===== src/rtl/ram_stream_pkg.sv =====
// Shared constants, FSM encoding and the read-issue room check for the RAM stream reader.
package ram_stream_pkg;

    localparam int unsigned FIFO_DEPTH       = 2;
    localparam int unsigned FIFO_COUNT_WIDTH = $clog2(FIFO_DEPTH + 1);
    localparam int unsigned OCCUPANCY_WIDTH  = FIFO_COUNT_WIDTH + 1;

    typedef enum logic [1:0] {
        ST_IDLE   = 2'd0,
        ST_RUN    = 2'd1,
        ST_FINISH = 2'd2
    } state_e;

    // A new read may issue only if the word it returns is guaranteed a FIFO slot.
    function automatic logic issue_room(
        input logic [FIFO_COUNT_WIDTH-1:0] fifo_count,
        input logic                        in_flight,
        input logic                        pop
    );
        logic [OCCUPANCY_WIDTH-1:0] occupancy;
        occupancy = OCCUPANCY_WIDTH'(fifo_count) + OCCUPANCY_WIDTH'(in_flight)
                  - OCCUPANCY_WIDTH'(pop);
        return occupancy < OCCUPANCY_WIDTH'(FIFO_DEPTH);
    endfunction

endpackage


===== src/rtl/ram_stream_reader_if.sv =====
// Command, RAM read port and output stream bundle of the RAM stream reader.
// RAM_STREAM_CHECKSUM_EN adds the running checksum signal.
interface ram_stream_reader_if #(
    parameter int unsigned WORD_WIDTH    = 32,
    parameter int unsigned ADDRESS_WIDTH = 12
);

    logic                     start;
    logic [ADDRESS_WIDTH-1:0] start_address;
    logic [ADDRESS_WIDTH:0]   word_count;
    logic                     busy;
    logic                     done;
    logic [ADDRESS_WIDTH-1:0] ram_read_address;
    logic [WORD_WIDTH-1:0]    ram_read_data;
    logic                     out_valid;
    logic                     out_ready;
    logic [WORD_WIDTH-1:0]    out_data;
    logic                     out_last;

`ifdef RAM_STREAM_CHECKSUM_EN
    logic [WORD_WIDTH-1:0]    checksum;

    modport master (
        input  start, start_address, word_count, ram_read_data, out_ready,
        output busy, done, ram_read_address, out_valid, out_data, out_last, checksum
    );

    modport slave (
        output start, start_address, word_count, ram_read_data, out_ready,
        input  busy, done, ram_read_address, out_valid, out_data, out_last, checksum
    );
`else
    modport master (
        input  start, start_address, word_count, ram_read_data, out_ready,
        output busy, done, ram_read_address, out_valid, out_data, out_last
    );

    modport slave (
        output start, start_address, word_count, ram_read_data, out_ready,
        input  busy, done, ram_read_address, out_valid, out_data, out_last
    );
`endif

endinterface


===== src/rtl/stream_skid_fifo.sv =====
// Two-entry synchronous FIFO with a registered head; push and pop together keep the count.
module stream_skid_fifo
    import ram_stream_pkg::*;
#(
    parameter int unsigned WIDTH = 33
) (
    input  logic                        clock,
    input  logic                        reset,
    input  logic                        push,
    input  logic [WIDTH-1:0]            push_data,
    input  logic                        pop,
    output logic                        valid,
    output logic [WIDTH-1:0]            data,
    output logic [FIFO_COUNT_WIDTH-1:0] count
);

    localparam logic [FIFO_COUNT_WIDTH-1:0] COUNT_FULL = FIFO_COUNT_WIDTH'(FIFO_DEPTH);
    localparam logic [FIFO_COUNT_WIDTH-1:0] COUNT_ONE  = FIFO_COUNT_WIDTH'(1);

    logic [WIDTH-1:0]            head_q;
    logic [WIDTH-1:0]            tail_q;
    logic [FIFO_COUNT_WIDTH-1:0] count_q;
    logic                        pop_ok;
    logic                        push_ok;

    assign pop_ok  = pop & (count_q != '0);
    assign push_ok = push & ((count_q != COUNT_FULL) | pop_ok);

    // Head always holds the oldest entry so the output needs no read mux.
    always_ff @(posedge clock) begin
        if (reset) begin
            head_q  <= '0;
            tail_q  <= '0;
            count_q <= '0;
        end else begin
            case ({push_ok, pop_ok})
                2'b10: begin
                    if (count_q == '0) begin
                        head_q <= push_data;
                    end else begin
                        tail_q <= push_data;
                    end
                    count_q <= count_q + COUNT_ONE;
                end
                2'b01: begin
                    head_q  <= tail_q;
                    count_q <= count_q - COUNT_ONE;
                end
                2'b11: begin
                    if (count_q == COUNT_ONE) begin
                        head_q <= push_data;
                    end else begin
                        head_q <= tail_q;
                        tail_q <= push_data;
                    end
                end
                default: begin
                end
            endcase
        end
    end

    assign valid = (count_q != '0);
    assign data  = head_q;
    assign count = count_q;

endmodule


===== src/rtl/ram_stream_reader.sv =====
// DMA-style read engine: streams a block of RAM words out over valid/ready with a 1-cycle RAM latency.
// Define RAM_STREAM_CHECKSUM_EN to add the running checksum of accepted beats.
module ram_stream_reader
    import ram_stream_pkg::*;
#(
    parameter int unsigned WORD_WIDTH    = 32,
    parameter int unsigned ADDRESS_WIDTH = 12
) (
    input logic              clock,
    input logic              reset,
    ram_stream_reader_if.master bus
);

    localparam int unsigned COUNT_WIDTH = ADDRESS_WIDTH + 1;
    localparam int unsigned ENTRY_WIDTH = WORD_WIDTH + 1;

    state_e                      state_q;
    state_e                      state_d;
    logic [ADDRESS_WIDTH-1:0]    address_q;
    logic [COUNT_WIDTH-1:0]      remaining_q;
    logic                        in_flight_q;
    logic                        in_flight_last_q;
    logic                        busy_q;
    logic                        done_q;
    logic                        busy_d;
    logic                        done_d;
    logic                        load_c;
    logic                        issue_c;
    logic                        pop_c;
    logic                        last_beat_c;
    logic                        fifo_valid;
    logic [ENTRY_WIDTH-1:0]      fifo_data;
    logic [FIFO_COUNT_WIDTH-1:0] fifo_count;

    assign pop_c       = fifo_valid & bus.out_ready;
    assign last_beat_c = pop_c & fifo_data[WORD_WIDTH];

    always_ff @(posedge clock) begin
        if (reset) begin
            state_q <= ST_IDLE;
        end else begin
            state_q <= state_d;
        end
    end

    always_comb begin
        state_d = state_q;
        load_c  = 1'b0;
        issue_c = 1'b0;
        case (state_q)
            ST_IDLE: begin
                if (bus.start) begin
                    load_c  = 1'b1;
                    state_d = (bus.word_count == '0) ? ST_FINISH : ST_RUN;
                end
            end
            ST_RUN: begin
                issue_c = (remaining_q != '0) && issue_room(fifo_count, in_flight_q, pop_c);
                if (last_beat_c) begin
                    state_d = ST_FINISH;
                end
            end
            ST_FINISH: begin
                state_d = ST_IDLE;
            end
            default: begin
                state_d = ST_IDLE;
            end
        endcase
        busy_d = (state_d == ST_RUN);
        done_d = (state_d == ST_FINISH);
    end

    // Address/issue bookkeeping; the last-issued flag travels with its word into the FIFO.
    always_ff @(posedge clock) begin
        if (reset) begin
            address_q        <= '0;
            remaining_q      <= '0;
            in_flight_q      <= 1'b0;
            in_flight_last_q <= 1'b0;
            busy_q           <= 1'b0;
            done_q           <= 1'b0;
        end else begin
            busy_q           <= busy_d;
            done_q           <= done_d;
            in_flight_q      <= issue_c;
            in_flight_last_q <= issue_c && (remaining_q == COUNT_WIDTH'(1));
            if (load_c) begin
                address_q   <= bus.start_address;
                remaining_q <= bus.word_count;
            end else if (issue_c) begin
                address_q   <= address_q + ADDRESS_WIDTH'(1);
                remaining_q <= remaining_q - COUNT_WIDTH'(1);
            end
        end
    end

    stream_skid_fifo #(
        .WIDTH (ENTRY_WIDTH)
    ) u_fifo (
        .clock     (clock),
        .reset     (reset),
        .push      (in_flight_q),
        .push_data ({in_flight_last_q, bus.ram_read_data}),
        .pop       (pop_c),
        .valid     (fifo_valid),
        .data      (fifo_data),
        .count     (fifo_count)
    );

    assign bus.busy             = busy_q;
    assign bus.done             = done_q;
    assign bus.ram_read_address = address_q;
    assign bus.out_valid        = fifo_valid;
    assign bus.out_data         = fifo_data[WORD_WIDTH-1:0];
    assign bus.out_last         = fifo_valid & fifo_data[WORD_WIDTH];

`ifdef RAM_STREAM_CHECKSUM_EN
    logic [WORD_WIDTH-1:0] checksum_q;

    // Sum of accepted beats; cleared by an accepted start so it holds from done to next start.
    always_ff @(posedge clock) begin
        if (reset) begin
            checksum_q <= '0;
        end else if (load_c) begin
            checksum_q <= '0;
        end else if (pop_c) begin
            checksum_q <= checksum_q + fifo_data[WORD_WIDTH-1:0];
        end
    end

    assign bus.checksum = checksum_q;
`endif

endmodule


===== src/flat_wrapper.sv =====
// flat-port wrapper written by rule: the top's interface ports become plain ports
module ram_stream_reader_flat import ram_stream_pkg::*;
#(
    parameter int unsigned WORD_WIDTH    = 32,
    parameter int unsigned ADDRESS_WIDTH = 12
)
  (clock, reset, bus_start, bus_start_address, bus_word_count, bus_ram_read_data, bus_out_ready, bus_busy, bus_done, bus_ram_read_address, bus_out_valid, bus_out_data, bus_out_last);
  ram_stream_reader_if #(.WORD_WIDTH(WORD_WIDTH), .ADDRESS_WIDTH(ADDRESS_WIDTH)) bus_i ();
  input logic clock;
  input logic reset;
  input wire logic [$bits(bus_i.start)-1:0] bus_start;
  input wire logic [$bits(bus_i.start_address)-1:0] bus_start_address;
  input wire logic [$bits(bus_i.word_count)-1:0] bus_word_count;
  input wire logic [$bits(bus_i.ram_read_data)-1:0] bus_ram_read_data;
  input wire logic [$bits(bus_i.out_ready)-1:0] bus_out_ready;
  output wire logic [$bits(bus_i.busy)-1:0] bus_busy;
  output wire logic [$bits(bus_i.done)-1:0] bus_done;
  output wire logic [$bits(bus_i.ram_read_address)-1:0] bus_ram_read_address;
  output wire logic [$bits(bus_i.out_valid)-1:0] bus_out_valid;
  output wire logic [$bits(bus_i.out_data)-1:0] bus_out_data;
  output wire logic [$bits(bus_i.out_last)-1:0] bus_out_last;
  assign bus_i.start = bus_start;
  assign bus_i.start_address = bus_start_address;
  assign bus_i.word_count = bus_word_count;
  assign bus_i.ram_read_data = bus_ram_read_data;
  assign bus_i.out_ready = bus_out_ready;
  assign bus_busy = bus_i.busy;
  assign bus_done = bus_i.done;
  assign bus_ram_read_address = bus_i.ram_read_address;
  assign bus_out_valid = bus_i.out_valid;
  assign bus_out_data = bus_i.out_data;
  assign bus_out_last = bus_i.out_last;
  ram_stream_reader #(.WORD_WIDTH(WORD_WIDTH), .ADDRESS_WIDTH(ADDRESS_WIDTH)) u_core (.clock(clock), .reset(reset), .bus(bus_i));
endmodule

===== config.mk =====
export PLATFORM = sky130hd
export DESIGN_NAME = ram_stream_reader_flat
export DESIGN_NICKNAME = d
export VERILOG_FILES = /design/src/rtl/ram_stream_pkg.sv /design/src/rtl/ram_stream_reader_if.sv /design/src/rtl/stream_skid_fifo.sv /design/src/rtl/ram_stream_reader.sv /design/src/flat_wrapper.sv
export SDC_FILE = /design/constraint.sdc
export NUM_CORES = 1
export LEC_CHECK = 0
export CAP_MARGIN = 40
export CORE_UTILIZATION = 25
export CTS_BUF_LIST = sky130_fd_sc_hd__clkbuf_8
export CTS_CLUSTER_SIZE = 28
export DETAILED_ROUTE_END_ITERATION = 8
export PLACE_DENSITY = 0.51
export SKIP_CTS_REPAIR_TIMING = 1
export SKIP_LAST_GASP = 1
export SYNTH_ARGS = -nofsm -noshare
export SYNTH_HDL_FRONTEND = slang
export SYNTH_SLANG_ARGS = --single-unit

===== constraint.sdc =====
create_clock -name clock -period 4.2 [get_ports clock]
set_input_delay 0.84 -clock clock [delete_from_list [all_inputs] [get_ports clock]]
set_output_delay 0.84 -clock clock [all_outputs]
set_load 0.005 [all_outputs]

After elaboration in Yosys (flattened, before gate mapping)
Cells that the tools add are included.

word-level totals
  register bits after elaboration = 99
  word-level logic and storage cells = 66
  output and inout bits = 48
  bits of input ports = 61

cells by class
  add/subtract/negate cells = 6
  mux-type cells = 18
  reduce and logical (&&, ||, !) cells = 13
  bitwise logic cells = 6
  equality and inequality tests = 12
  $lt $le $gt $ge = 1

operators by type and width
  kind                   count
  $mux 33                4
  $pmux 33 s3            1
  $pmux 33 s2            1
  $mux 13                2
  $mux 12                2
  $eq 13x1->1 const B    1
  $logic_not 13->1       1
  $reduce_bool 13->1     1
  $sub 13x1->13 const B  1
  $add 12x1->12 const B  1
  $eq 2x1->1 const B     4
  $ne 2x2->1 const B     4
  $pmux 2 s2             2
  $reduce_bool 2->1      4
  $eq 2x2->1 const B     3
  $mux 2                 3
  $and 1x1->1            5
  $logic_not 2->1        2
  $add 2x1->3            1
  $lt 3x2->1 const B     1
  $mux 1                 3
  $reduce_and 3->1       1
  $reduce_bool 3->1      1
  $sub 3x1->3            1
  5 further kinds        6

Depth between registers and ports, before layout
Gate-level depths: netlist of the first run.

  depth after elaboration = 8
  gate-level depth with buffers = 13
  mapped depth without buffers = 11

Modules after synthesis
From an unflattened synthesis of the first run, not the netlist that was laid out.

second synthesis, totals
  cells, all modules = 537
  area, all modules = 4571.9 µm²

modules (own cells, without submodules)
  module             cells an instance  area an instance (µm²)  times used  sequential area each (µm²)
  stream_skid_fifo   314                2758.9                  1           1361.3
  ram_stream_reader  223                1813.0                  1           620.6

Worst setup path after synthesis of the first run
OpenSTA, ideal clock, no wires.

  path kind = input -> register
  from = in bus_out_ready
  to = reg u_core.remaining_q[5]
  stages on the path = 9
  data required time = 4.126 ns
  library setup time = 0.074 ns
  path slack = 0.774 ns
  arrival = 3.351 ns
  path through = nor2b_1 -> ha_1 -> nand2b_1 -> fa_1 -> nor2b_1 -> and3_1 -> or2b_2 -> or4_1 -> a31oi_1

between the ends
  longest elaborated chain between the ends = 6

ends and longest elaborated chain
  what                         line                     RTL
  start: declaration           flat_wrapper.sv:15       input wire logic [$bits(bus_i.out_ready)-1:0] bus_out_ready;
  $and 1x1->1                  ram_stream_reader.sv:35  assign pop_c = fifo_valid & bus.out_ready;
  $sub 3x1->3                  ram_stream_pkg.sv:22     - OCCUPANCY_WIDTH'(pop);
  $lt 3x2->1                   ram_stream_pkg.sv:23     return occupancy < OCCUPANCY_WIDTH'(FIFO_DEPTH);
  $logic_and 1x1->1            ram_stream_reader.sv:58  issue_c = (remaining_q != '0) && issue_room(fifo_count, in_flight_q, pop_c);
  $mux 1                       ram_stream_reader.sv:50  case (state_q)
  $reduce_bool 2->1 (no line)  n/a
  end signal: assignment       ram_stream_reader.sv:90  remaining_q <= bus.word_count;
  end signal: assignment       ram_stream_reader.sv:93  remaining_q <= remaining_q - COUNT_WIDTH'(1);
  end: declaration             ram_stream_reader.sv:20  logic [COUNT_WIDTH-1:0] remaining_q;

Every way passes these cells.
A chain may end at the register's enable or synchronous reset.

Final worst setup path of the first run
Ends and elaborated chain as after synthesis.

==> results.toml, run 1 <==
[critical_path]
crit_type = "primary input to flop"
crit_path_end_kind = "flop"
worstReg2RegStart = "u_core.u_fifo.count[1]"
cp.arrival_ns = 3.98
cp-start-kind = "primary input"
worstPathMaxFanout = 15
timing.rr.end = "u_core.remaining_q[5]"
required_ns = 4.50
reg2reg_depth = 11
r2r_slack_ns = 0.72

[timing]
worst_pin_slew_ns = 0.7744
rsz0062_at_grt = "false"
max_freq_ghz = 0.2717
fin_setup_tns_ns = 0
slew_headroom_pct = 47.99
skew_ns = 0.01080
setup_viol = 0
fin_ws_ns = 0.5200
drv_slew = 0
fin_crit_ns = 3.680
min_period_over_period_pct = 87.62
hold_violations = 0

[floorplan]
die-width_um = 140.8
die_h_um = 140.8
core.rowCount = 50
coreArea_um2 = 18770
start_util_pct = 25.66
die_area_um2 = 19820
ios = 109

[yosys]
synth_most_common_cell = "dfxtp_1"
synth.largest_area_cell = "dfxtp_1"
yosys_warnings = 0
synth_enable_flop_cells = 0
yosys-top-cells-area = "dfxtp_1 41%, mux2i_1 6.9%, nor2_1 6.5%, a22oi_1 5.6%, a211oi_1 5.5%"
syn_area_per_cell_um2 = 8.788
synth_cells = 548
syn-num-nets = 620
async_flop_share_pct = 0
synth_top_flop_cell = "dfxtp_1"
synth_commonest_cells = "99 x dfxtp_1, 84 x nor2_1, 36 x a22oi_1"
synth_top_area_share_pct = 41.15
ys_ff_latch = 99
syn_area_um2 = 4816
ys_seq_area_share_pct = 41.15
yosysUniqueCellTypes = 52

[min_path]
hold_class = "flop to flop"
whs_endpoint = "u_core.remaining_q[1]"
min_path_cells = 2
hold_start = "u_core.remaining_q[1]"

[power_and_ir_drop]
p_leak_nw = 2.043
irDropWorstVdd_mv = 0.1796
power_density_nw_per_um2 = 582.0

[clock_tree]
cts_max_path_buffers = 2
ctsRootBufferMaster = "clkbuf_8"
cts_made_buffers = 9
htreeDepth = 3
cts_tree = "built"
clock-sinks = 99
clk_pin_slew_ns = 0.10
insertion_delay_ns = 0.38

[final_layout]
nets = 680
drive_above_1_share_pct = 6.525
syn_to_final_growth_pct = 27.07
antennaDiodeCount = 0
num-fill-cells = 1946

[grt]
use_met3_pct = 2.751
use_met1_pct = 16.13
grt_overflow = 0
grtUsageTotal_pct = 12.74
busiest_layer = "met2"
grt_start_max_net_pins = 54
antenna_found_initial = 0
grt_first_pass_wirelength_um = 20040
grt.met2_usage_pct = 20.76
grt_pass1_vias = 3928

[placement]
hpwl_um = 8474
pre_cts_ws_ns = 0.1322
io_buffers = 108
place.gp.congestion = 0.7955

[routing]
drt-initial-drc-count = 191
drc = 0
vias_per_cell = 4.926
ant_nets = 0
wl_per_cell_um = 14.64
dr.pass1.iters = 4
num_vias = 4172
finalWirelength_um = 12400

[outcome]
status = "completed"

[run]
drv_cap = 0
-- area by class of cell --
type,instances,area (um^2),share of cell area (%)
clock buffer,11,151.4,2.474
sequential,99,1982,32.39
inverter,12,45.04,0.7360
clock inverter,5,76.32,1.247
tap,234,292.8,4.784
multi-input combinational,368,2386,38.99
timing repair buffer,118,1186,19.38
-- metrics by stage --
| step | area, um^2 | power, mW | hold slack, ns | utilization, % | instances |
|---|---|---|---|---|---|
| 5_1_grt | 6120 | 3.830 | 0.5246 | 32.61 | 847 |
| 2_1_floorplan | 4816 | 2.423 | 0.4537 | - | 548 |
| 3_3_place_gp | 5857 | 2.859 | 0.4684 | 31.21 | 829 |
| 3_5_place_dp | 5892 | 2.887 | 0.4747 | 31.39 | 831 |
| 4_1_cts | 6120 | 3.608 | 0.4880 | 32.61 | 847 |
| 6_report | 6120 | 3.562 | 0.4848 | 32.61 | 847 |
-- flip-flops by register name, indices dropped and copies added (netlist names) --
signal,flops
u_core.in_flight_q,1
u_core.bus.ram_read_address,12
u_core.u_fifo.count,2
u_core.bus.busy,1
u_core.u_fifo.tail_q,33
u_core.state_q,2
u_core.remaining_q,13
u_core.u_fifo.data,33
u_core.bus.done,1
u_core.in_flight_last_q,1
-- how the worst max path moves through the flow --
| stage | from | to | slack, ns |
|---|---|---|---|
| floorplan | bus_out_ready | u_core.remaining_q[5] | 0.77 |
| global placement | bus_out_ready | u_core.remaining_q[5] | 0.15 |
| detailed placement | bus_out_ready | u_core.remaining_q[5] | 0.13 |
| CTS | bus_out_ready | u_core.remaining_q[5] | 0.54 |
| global route | bus_out_ready | u_core.remaining_q[5] | 0.39 |
| finish | bus_out_ready | u_core.remaining_q[5] | 0.52 |
-- power breakdown --
group,internal (mW),switching (mW)
Clock,0.365,0.343
Sequential,1.16,0.153
Combinational,0.770,0.773
-- placed cells by master (no fill, tap or decap), types with 4 or more instances in the layout --
master	netlist	routed
ha_1	10	10
a211oi_1	35	35
or3_1	4	4
nor3_1	12	12
o21ai_1	4	4
a22oi_1	36	36
buf_4	32	8
mux2i_1	33	33
nor2b_1	4	4
clkbuf_8	0	11
a21oi_1	18	18
o21ai_0	5	5
a32oi_1	5	5
inv_1	12	13
nor4_1	7	7
a31oi_1	11	11
clkdlybuf4s50_1	0	107
nor2_1	84	84
nand3_1	10	10
nand2_1	32	32
a2bb2oi_1	4	4
dfxtp_1	99	99
nand2b_1	6	5
-- worst max-delay path, cell delays in order --
cell and delay, ns:
clkdlybuf4s50_1 0.52, nor2b_1 0.22, ha_1 0.26, nand2b_1 0.15
fa_1 0.49, nor2b_1 0.19, and3_1 0.20, or2b_2 0.44
or4_1 0.51, a31oi_1 0.16
-- per-layer routing --
metal / part of all wire (%) / up-vias
li1: - / 2070
met1: 47 / 1966
met2: 46 / 121
met3: 5.1 / 15
met4: 1.7 / 0
met5: 0 / -
-- cell families (layout without fill, tap and decap cells) --
group / count (synthesis) / in the layout / synth area share, %
adder cells (fa/ha/maj): 11 / 11 / 3.014
flip-flops: 99 / 99 / 41.15
XOR/XNOR: 2 / 2 / 0.3638
AND/OR/NAND/NOR: 183 / 183 / 18.08
AO/OA/AOI/OAI: 138 / 138 / 20.71
multiplexers: 34 / 34 / 7.093
buffers and inverters: 81 / 146 / 9.587
(Power assumes the default switching activity.)
==> inputs of run 2 (changes only) <==
--- a/config.mk
+++ b/config.mk
@@ -6,11 +6,13 @@
 export NUM_CORES = 1
 export LEC_CHECK = 0
 export CAP_MARGIN = 40
+export CELL_PAD_IN_SITES_DETAIL_PLACEMENT = 1
+export CELL_PAD_IN_SITES_GLOBAL_PLACEMENT = 2
 export CORE_UTILIZATION = 25
 export CTS_BUF_LIST = sky130_fd_sc_hd__clkbuf_8
 export CTS_CLUSTER_SIZE = 28
 export DETAILED_ROUTE_END_ITERATION = 8
-export PLACE_DENSITY = 0.51
+export PLACE_DENSITY = 0.74
 export SKIP_CTS_REPAIR_TIMING = 1
 export SKIP_LAST_GASP = 1
 export SYNTH_ARGS = -nofsm -noshare
==> run 2 against run 1 <==
  * First-iteration DRC count is 46% higher
  * Via count is 1.7% higher
  * Largest cell class unchanged
  * Largest power group unchanged
  * Die area stayed put
  * Total power is 1.2% lower
  * Highest routed layer unchanged
==> results.toml, run 2 (synthesis results as in run 1) <==
[clock_tree]
ctsRootBufferMaster = "clkbuf_8"
cts_max_path_buffers = 2
cts_tree = "built"
htreeDepth = 3
clk_pin_slew_ns = 0.10
clock-sinks = 99
cts_made_buffers = 9
insertion_delay_ns = 0.38

[grt]
grt_first_pass_wirelength_um = 22470
grt_start_max_net_pins = 62
grt_pass1_vias = 4380
antenna_found_initial = 0
grt_overflow = 0
grtUsageTotal_pct = 14.14

[floorplan]
die-width_um = 140.8
die_h_um = 140.8
start_util_pct = 25.66
core.rowCount = 50
coreArea_um2 = 18770
ios = 109
die_area_um2 = 19820

[timing]
skew_ns = 0.01508
slew_headroom_pct = 45.12
rsz0062_at_grt = "false"
min_period_over_period_pct = 87.26
whs_ns = 0.4957
max_freq_ghz = 0.2728
fin_setup_tns_ns = 0
hold_violations = 0
setup_viol = 0
drv_slew = 0
worst_pin_slew_ns = 0.8214
fin_crit_ns = 3.665

[routing]
drt-initial-drc-count = 278
wl_per_cell_um = 16.29
finalWirelength_um = 13830
met3_length_um = 581
routed.top_layer = "met4"
vias_per_cell = 4.998
dr.pass1.iters = 4
wl_met2_um = 6392
num_vias = 4243
drc = 0
wl_met1_um = 6631
ant_nets = 0

[critical_path]
required_ns = 4.50
cp-start-kind = "primary input"
cp_common_cell = "nor2b_1"
cp.arrival_ns = 3.96
critical_path.endpoint = "u_core.bus.ram_read_address[4]"
crit_path_end_kind = "flop"
slowest_stage = "clkdlybuf4s50_1"
timing.rr.end = "u_core.bus.ram_read_address[4]"
worstReg2RegStart = "u_core.u_fifo.count[1]"
worstPathMaxFanout = 9
startpoint = "bus_out_ready"
crit_type = "primary input to flop"
cp_cell_sequence = "clkdlybuf4s50_1 -> nor2b_1 -> ha_1 -> nand2b_1 -> fa_1 -> nor2b_1 -> and3_1 -> or2b_2 -> buf_4 -> or3_1 -> a31oi_1"
r2r_slack_ns = 0.70
reg2reg_depth = 12
cpPeakStageDelay_ns = 0.53

[final_layout]
drive_above_1_share_pct = 6.992
final_cell_mix = "107 x clkdlybuf4s50_1, 99 x dfxtp_1, 84 x nor2_1"
fin_cells = 849
num-fill-cells = 2180
antennaDiodeCount = 0
final_area_um2 = 6108
nets = 682
layout_commonest_cell = "clkdlybuf4s50_1"
fin_util_pct = 32.55
syn_to_final_growth_pct = 26.84

[placement]
dpl-instance-area_um2 = 5914
place.gp.congestion = 0.8524
dp_cells = 833
hpwl_um = 9662
io_buffers = 108

[outcome]
status = "completed"

[power_and_ir_drop]
p_leak_nw = 2.036
power_density_nw_per_um2 = 576.1
irDropWorstVdd_mv = 0.1581

[run]
drv_cap = 0

[min_path]
hold_class = "flop to flop"
==> run 2: cell types whose count changed in the layout (fill, tap and decap cells not counted), sizes merged <==
cell    delta
clkinv     +1
bufinv     -2
buf        +2
inv        +2
clkbuf     -1
==> run 2: worst min path at each step <==
| stage | from | end | slack (ns) | cells after the start |
|---|---|---|---|---|
| 6_report | u_core.remaining_q[1] | u_core.remaining_q[1] | 0.50 | 2 |
| 3_5_place_dp | u_core.u_fifo.tail_q[17] | u_core.u_fifo.tail_q[17] | 0.48 | 2 |
| 5_1_grt | u_core.remaining_q[1] | u_core.remaining_q[1] | 0.53 | 2 |
| 4_1_cts | u_core.remaining_q[1] | u_core.remaining_q[1] | 0.50 | 2 |
| 3_3_place_gp | u_core.u_fifo.tail_q[24] | u_core.u_fifo.tail_q[24] | 0.47 | 2 |
| 2_1_floorplan | u_core.remaining_q[1] | u_core.remaining_q[1] | 0.45 | 2 |
==> run 2: metrics by stage <==
step	total power [mW]	worst slack, ns
global placement	2.869	0.2349
detailed placement	2.940	0.1594
finish	3.519	0.5349
CTS	3.575	0.5361
floorplan	2.423	0.7745
global route	3.790	0.4169
==> run 2: metal layers <==
layer | global-route usage, % | up-vias
met2 | 23.80 | 94
met3 | 2.242 | 17
met5 | 0 | -
met1 | 18.08 | 2054
met4 | 5.492 | 0
li1 | - | 2078
==> run 2: final cells by class <==
type / instances / area [um^2] / share of cell area [%]
clock buffer: 10 / 137.6 / 2.253
clock inverter: 6 / 56.30 / 0.9218
inverter: 12 / 45.04 / 0.7374
multi-input combinational: 368 / 2386 / 39.06
sequential: 99 / 1982 / 32.45
tap: 234 / 292.8 / 4.793
timing repair buffer: 120 / 1209 / 19.79
==> run 2: critical path, delay by kind of cell <==
kind                     cells  cell delay, ns
AO/OA/AOI/OAI                1            0.14
adder cells (fa/ha/maj)      2            0.74
buffers and inverters        2            0.72
AND/OR/NAND/NOR              6            1.52
==> run 2: power breakdown <==
part / internal, mW / switching [mW] / leakage, nW
combinational: 0.771 / 0.807 / 1.13
sequential: 1.16 / 0.162 / 0.807
clock: 0.245 / 0.377 / 0.0969
